[config.mk]
export PLATFORM = sky130hd
export DESIGN_NAME = fetch_queue_stage
export DESIGN_NICKNAME = d
export VERILOG_FILES = /design/src/rtl/fetch_queue_stage.sv
export SDC_FILE = /design/constraint.sdc
export NUM_CORES = 1
export LEC_CHECK = 0
export ABC_AREA = 1
export BUFFER_PORTS_ARGS = -buffer_cell sky130_fd_sc_hd__buf_2
export CORE_ASPECT_RATIO = 1.5
export CORE_MARGIN = 4
export CORE_UTILIZATION = 35
export DETAILED_ROUTE_END_ITERATION = 10
export MAX_ROUTING_LAYER = met4
export PLACE_DENSITY_LB_ADDON = 0.08
export SLEW_MARGIN = 20
export SYNTH_ARGS = -nofsm -noshare
export SYNTH_HDL_FRONTEND = slang
export SYNTH_SLANG_ARGS = --single-unit
[constraint.sdc]
create_clock -name CLK -period 6.8 [get_ports CLK]
set_input_delay 1.36 -clock CLK [delete_from_list [all_inputs] [get_ports CLK]]
set_output_delay 1.36 -clock CLK [all_outputs]
set_load 0.05 [all_outputs]
[src/rtl/fetch_queue_stage.sv]
// Fetch stage: PC register, next-PC select and a prefetch FIFO of {PC+4, instruction}
// pairs, handed to decode through a valid/ready handshake.
//
// occupancy | meaning
// EMPTY     | count == 0, bubble (zeros) presented to decode
// PARTIAL   | 0 < count < FIFO_DEPTH, fetch and drain freely
// FULL      | count == FIFO_DEPTH, fetch only when decode takes the head
module fetch_queue_stage #(
    parameter int               WIDTH      = 32,
    parameter int               FIFO_DEPTH = 4,
    parameter logic [WIDTH-1:0] RESET_PC   = '0,
    parameter int               CNT_W      = $clog2(FIFO_DEPTH + 1)
) (
    input  logic             CLK,
    input  logic             RST,
    input  logic [1:0]       PCSrcD,
    input  logic [WIDTH-1:0] PCBranchD,
    input  logic [WIDTH-1:0] PCJump,
    output logic [WIDTH-1:0] ImemAddr,
    input  logic [WIDTH-1:0] ImemData,
    input  logic             ReadyD,
    output logic             ValidF,
    output logic [WIDTH-1:0] InstrF,
    output logic [WIDTH-1:0] PCPlus4F,
    output logic [CNT_W-1:0] CountF
);

    localparam int PTR_W = $clog2(FIFO_DEPTH);

    logic [WIDTH-1:0] pc;
    logic [WIDTH-1:0] pc_plus4;
    logic [WIDTH-1:0] pc_next;
    logic [WIDTH-1:0] fifo_instr [FIFO_DEPTH];
    logic [WIDTH-1:0] fifo_pc4   [FIFO_DEPTH];
    logic [PTR_W-1:0] rd_ptr;
    logic [PTR_W-1:0] wr_ptr;
    logic [CNT_W-1:0] count;
    logic [CNT_W-1:0] count_next;
    logic             redirect;
    logic             deq;
    logic             full;
    logic             enq;

    assign pc_plus4 = pc + WIDTH'(4);
    assign redirect = (PCSrcD == 2'b01) || (PCSrcD == 2'b10);
    assign ValidF   = (count != '0);
    assign deq      = ValidF && ReadyD;
    assign full     = (count == CNT_W'(FIFO_DEPTH));
    assign enq      = !redirect && (!full || deq);

    assign ImemAddr = pc;
    assign CountF   = count;
    // Empty queue presents a bubble (all-zero NOP) rather than stale storage.
    assign InstrF   = ValidF ? fifo_instr[rd_ptr] : '0;
    assign PCPlus4F = ValidF ? fifo_pc4[rd_ptr]   : '0;

    always_comb begin
        pc_next = pc;
        if (PCSrcD == 2'b01) begin
            pc_next = PCBranchD;
        end else if (PCSrcD == 2'b10) begin
            pc_next = PCJump;
        end else if (enq) begin
            pc_next = pc_plus4;
        end
    end

    always_comb begin
        count_next = count;
        if (redirect) begin
            count_next = '0;
        end else if (enq && !deq) begin
            count_next = count + CNT_W'(1);
        end else if (deq && !enq) begin
            count_next = count - CNT_W'(1);
        end
    end

    always_ff @(posedge CLK or negedge RST) begin
        if (!RST) begin
            pc     <= RESET_PC;
            count  <= '0;
            rd_ptr <= '0;
            wr_ptr <= '0;
        end else begin
            pc    <= pc_next;
            count <= count_next;
            if (redirect) begin
                rd_ptr <= '0;
                wr_ptr <= '0;
            end else begin
                if (enq) begin
                    wr_ptr <= wr_ptr + PTR_W'(1);
                end
                if (deq) begin
                    rd_ptr <= rd_ptr + PTR_W'(1);
                end
            end
        end
    end

    // Payload storage needs no reset: it is only observable while count != 0.
    always_ff @(posedge CLK) begin
        if (enq) begin
            fifo_instr[wr_ptr] <= ImemData;
            fifo_pc4[wr_ptr]   <= pc_plus4;
        end
    end

endmodule

==> Yosys cells after proc, flatten, opt, wreduce, memory -nomap -nowiden <==
Memories as Yosys holds them, arrays and structs flattened.
Index checks and enable logic that the tools add are counted.
{ "classes": {"n_addsub": 5, "mul": 0, "n_div": 0, "order_cmp": 0, "n_eq_ne": 3, "n_shift": 0, "n_mux": 14, "bitwise": 0, "n_reduce_logical": 15} }
{ "op_table": {"columns": ["operator", "count"], "rows": [
  ["2-to-1 mux 32 bit", 5],
  ["adder 32 x 3 -> 32 bit, second input constant", 1],
  ["2-to-1 mux 3 bit", 3],
  ["nonzero test 3 bit", 3],
  ["2-to-1 mux 2 bit", 4],
  ["adder 2 x 1 -> 2 bit, second input constant", 2],
  ["logical AND 1 bit", 4],
  ["zero test 1 bit", 4],
  ["nonzero test 2 bit", 2],
  ["adder 3 x 1 -> 3 bit, second input constant", 1],
  ["== test 3 bit, second input constant", 1],
  ["subtractor 3 x 1 -> 3 bit, second input constant", 1],
  ["== test 2 x 1 -> 1 bit, second input constant", 1],
  ["== test 2 bit, second input constant", 1],
  ["logical OR 1 bit", 2],
  ["2-to-1 mux 1 bit", 2]
]} }
{ "word_totals": {"ff_bits": 39, "latchBits": 0, "ram_bits": 256, "rom_bits": 0, "in_bits": 101, "n_memories": 2} }
{ "mem_list": {"columns": ["memory", "words", "word_bits", "read_ports", "rd_clocked_by_memory_dff", "wr", "line_no", "source"], "rows": [
  ["fifo_instr", 4, 32, 1, 0, 1, "33", "logic [WIDTH-1:0] fifo_instr [FIFO_DEPTH];"],
  ["fifo_pc4", 4, 32, 1, 0, 1, "34", "logic [WIDTH-1:0] fifo_pc4 [FIFO_DEPTH];"]
]} }

==> Longest topological paths before layout <==
{ "depth": {"word_depth": 9, "depth_mapped": 11, "mapped_depth_nobuf": 10} }

==> Worst setup path before layout <==
Ideal clock, no wire load.
{ "synth_path": {"path_kind": "input to register", "start": "in PCSrcD[0]", "end": "mem fifo_instr[0][0] (enable)", "setup_ns": 0.486, "arrival_ns": 4.586, "required_time_ns": 6.314, "path_slack_ns": 1.728, "stages": 5, "path_buffers": 1, "path_cell_list": "inv_1 ha_1 buf_2 nand2_4 nor2_1"} }
{ "synth_via": {"elab_chain_cells": 6, "word_cells_on_any_way": 7} }
{ "synth_rtl": {"columns": ["item", "line_no", "source"], "rows": [
  ["start: declaration", "16", "input logic [1:0] PCSrcD,"],
  ["== test 2 x 1 -> 1 bit / == test 2 bit (equally long branches)", "45", "assign redirect = (PCSrcD == 2'b01) || (PCSrcD == 2'b10);"],
  ["logical OR 1 bit (*)", "45", null],
  ["zero test 1 bit (*)", "49", "assign enq = !redirect && (!full || deq);"],
  ["logical AND 1 bit (*)", "49", null],
  ["2-to-1 mux 1 bit (*)", "104", "if (enq) begin"],
  ["2-to-1 mux 1 bit (implied by the code) (*)", "105", "fifo_instr[wr_ptr] <= ImemData;"],
  ["end: declaration", "33", null]
]} }
Every way passes the cells marked *; elsewhere a longest branch is shown, timed or not.

==> Worst setup path in the final report <==
{ "layout_path": {"start": "reg rd_ptr[0]", "end": "out PCPlus4F[10]"} }
{ "layout_via": {"elab_chain_cells": 2} }
{ "layout_rtl": {"columns": ["item", "line_no", "source"], "rows": [
  ["start: declaration", "35", "logic [PTR_W-1:0] rd_ptr;"],
  ["start signal: assignment", "96", "rd_ptr <= rd_ptr + PTR_W'(1);"],
  ["memory read (4 x 32 bit)", null, null],
  ["2-to-1 mux 32 bit", "55", "assign PCPlus4F = ValidF ? fifo_pc4[rd_ptr] : '0;"],
  ["end: declaration", "24", "output logic [WIDTH-1:0] PCPlus4F,"]
]} }
No other way between the ends.

==> impl_results.md <==
- First-pass GRT wire length: 52300 um
- Gpl congestion: 0.894
- Synthesis-to-finish area growth: 19.4%
- CP Launch Point: rd_ptr[0]
- Final setup viols: 0
- I/O Pins: 201
- Reg clk slew, reported paths: approximately 0.060 ns
- Antenna violations before repair: 0
- Critical path class: reg2out
- Routed len/inst: 17.6 um
- Nets: 1534
- R2R depth: 8
- Main flop type after synthesis: edfxtp_1
- Setup bufs post-CTS: 0
- Num rows: 85
- Lkg Pwr: 6.03 nW
- Most numerous cell in the Yosys netlist: nor2_1
- Synth cell count leaders: nor2_1 (328), edfxtp_1 (256), nand2_1 (173)
- Yosys warns: 0
- Hold/Removal Path Class: reg2reg
- Setup TNS: 0 ns
- Pwr Density: 468 mW/mm2
- Hold path depth: 2
- Yosys reg bits: 295
- Clock latency on the worst-skew pair: 0.57 ns
- TritonCTS Buffers: 31
- # hold bufs at CTS: 0
- Syn Area/Cell: between 10 and 15 um2
- First drt pass iteration count: 4
- R2R Setup Slk: 4.35 ns
- EDFF count, synth: roughly 260
- Placed Instances: 1870
- Clk sinks: 295
- Starting Density: 0.357
- Synth Cell Area: 0.0129 mm2
- Syn Nets: 1358
- Status: finished, final reports clean
- I/O Buffers: 200
- WP depth: 5
- Post-cts resize count: 0
- Setup Skew: 0.0250 ns
- R2R Path Start: CountF[1]
- Final wirelength: 33900 um
- Unrepaired setup endpoints after global routing: false
- Top cell type's share of synthesized area: 0.595
- Vias in the first global route: between 9000 and 10000
- Share of cells above drive strength 1: 0.195
- Max-cap violations: 0
- Layout Cell Area excl Fill: 0.0154 mm2
- Vias post-DR: 9271
- Critical path's slowest cell: dfrtp_4
- Crit path cell chain: clkinv_2 -> buf_4 -> o21ai_0 -> a21oi_1 -> buf_2
- F_max: around 0.21 GHz
- Fin. Hold Viols: 0
- Worst vdd ir: 0.216 mV
- Global route total overflow: 0
- Worst path top cell family by delay: buffers and inverters
- Drt first-iter violations: 404
- Worst-Margin Slew: between 1 and 1.5 ns
- CP max stage delay: 0.84 ns
- Mapped Cells: 1249
- Post-synth top area cell: edfxtp_1
- Pin count of the biggest net entering global routing: between 70 and 80
- WP data arrival: about 3.5 ns
- Part of the power in registers: 0.356
- Die Wd: between 150 and 200 um
- Kind of end point of the critical path: output pin
- Clock Tree Root: clkbuf_16
- Combinational Power Share: 0.390
- DIE AREA: 0.0401 mm2
- Count of different cell masters after synthesis: 32
- Slew Limit Fails: 0
- CTS tree: yes
- Seq/Total Area, Yosys: 0.671
- Switching pwr: 0.00312 W
- Drt drc: 0
- Area contributors post-synth: edfxtp_1 (60%), nor2_1 (9.5%), dfrtp_1 (7.6%), o21ai_0 (5.8%), nand2_1 (5.0%)
- Final Cycle Share: 0.711
- Critical Path RT: 5.44 ns
- Startpoint types: flop
- GRT Total Usage: 0.172
- Reg2reg end: CountF[1]
- Antenna cells: 0
- Crit path to: PCPlus4F[10]
- CTS Buffer Depth: 3
- Fillers: 3492
- Clock share of power: 0.254
- Core area: 0.0362 mm2
- Placed wire-length estimate: 20900 um
- Crit-path max FO: 74
- Hold slack final: approximately 0.53 ns
- Final ANT Viol Nets: 0
- Die Span Y: between 200 and 250 um
- Async SR Flop Fraction: 0.132
- Crit path buf inv count: 3
- Placement Cell Area: 0.0143 mm2
- Pint: between 0.004 and 0.005 W
- Pwr Total: 0.00722 W
- Period minus WS final: 4.84 ns
- Number of H-tree levels: 1
- Non-filler instance count after layout: about 1900
- Relative slew slack: 0.295
- Sw frac: 0.433
- Vias per cell: ~4.8
==> through the flow <==
stage,utilization,setup slack (ns)
floorplan,-,1.73
global placement,0.396,2.44
detailed placement,0.396,2.43
CTS,0.427,1.85
global route,0.427,1.56
finish,0.427,1.96
==> worst min-delay path by stage <==
| stage | from | to | slack [ns] |
|---|---|---|---|
| after CTS | ImemAddr[31] | ImemAddr[31] | 0.53 |
| after global routing | ImemAddr[31] | ImemAddr[31] | 0.55 |
| after global placement | ImemAddr[31] | ImemAddr[31] | 0.51 |
| final | ImemAddr[31] | ImemAddr[31] | 0.53 |
| after detailed placement | ImemAddr[31] | ImemAddr[31] | 0.52 |
| after floorplan | ImemAddr[0] | fifo_pc4[0][0] | 0.50 |
==> sequential cells by signal, summed over array words and instances, names as in the netlist <==
signal / cells
fifo_instr: 128
fifo_pc4: 128
ImemAddr: 32
CountF: 3
rd_ptr: 2
wr_ptr: 2
==> worst reg2reg max path, delay by kind of cell, from the launching register on <==
kind / cells / cell delay (ns)
adder cells (fa/ha/maj): 1 / 0.41
buffers and inverters: 3 / 0.90
AO/OA/AOI/OAI: 1 / 0.16
AND/OR/NAND/NOR: 3 / 0.44
flip-flops: 1 / 0.45
==> cells by family (layout without fill, tap and decap cells) <==
kind of cell | count (synthesis) | in the layout | synth area share
xor+xnor | 8 | 8 | 0.00542
simple gates | 545 | 545 | 0.166
compound gates | 263 | 263 | 0.106
fa+ha+maj | 8 | 8 | 0.00833
buf+inv | 130 | 331 | 0.0436
flops | 295 | 295 | 0.671
==> per-layer routing <==
| metal | global-route usage | up-vias | wire length (um) |
|---|---|---|---|
| met5 | - | - | 0 |
| met4 | 0.0509 | 0 | 915 |
| met3 | 0.0213 | 53 | 1300 |
| met2 | 0.305 | 195 | 17600 |
| met1 | 0.202 | 4401 | 14100 |
| li1 | - | 4622 | - |
==> layout make-up <==
type / instances / area [um2] / share of cell area
sequential: 295 / 8670 / 0.562
multi-input combinational: 824 / 3730 / 0.242
timing repair buffer: 210 / 1080 / 0.0697
clock buffer: 36 / 795 / 0.0515
tap: 478 / 598 / 0.0388
clock inverter: 22 / 320 / 0.0208
inverter: 63 / 239 / 0.0155
==> layout by cell type (no fill, tap or decap), types with 2 or more instances in the layout <==
master      netlist  routed
clkinv_2          1       7
clkbuf_1         21       5
nand2_1         173     172
dfrtp_1          39      37
o22ai_1          31      31
edfxtp_1        256     256
nand3b_1          2       2
inv_6             0       2
xor2_1            7       7
nor2_2            4       5
a21oi_1          68      68
a22oi_1           2       2
buf_4             2      10
o21ai_1           7       7
inv_1            60      59
o21ai_0         151     151
clkinv_1          0       4
nand3_1          29      29
ha_1              7       7
nand2_4           2       2
nor2_1          328     323
buf_2            29     200
o211ai_1          3       3
inv_2             2       2
clkinvlp_4        0       3
nand2_2           3       4
nor2_4            1       5
bufinv_16         0       8
clkbuf_16         0      31
==> power by group through the flow <==
stage	Combinational (W)	Sequential (W)	Clock (W)
3_5_place_dp	0.00286	0.00261	0
3_3_place_gp	0.00285	0.00261	0
5_1_grt	0.00305	0.00261	0.00197
6_report	0.00281	0.00257	0.00184
2_1_floorplan	0.00191	0.00275	0
4_1_cts	0.00287	0.00257	0.00189
(Power assumes the default switching activity.)
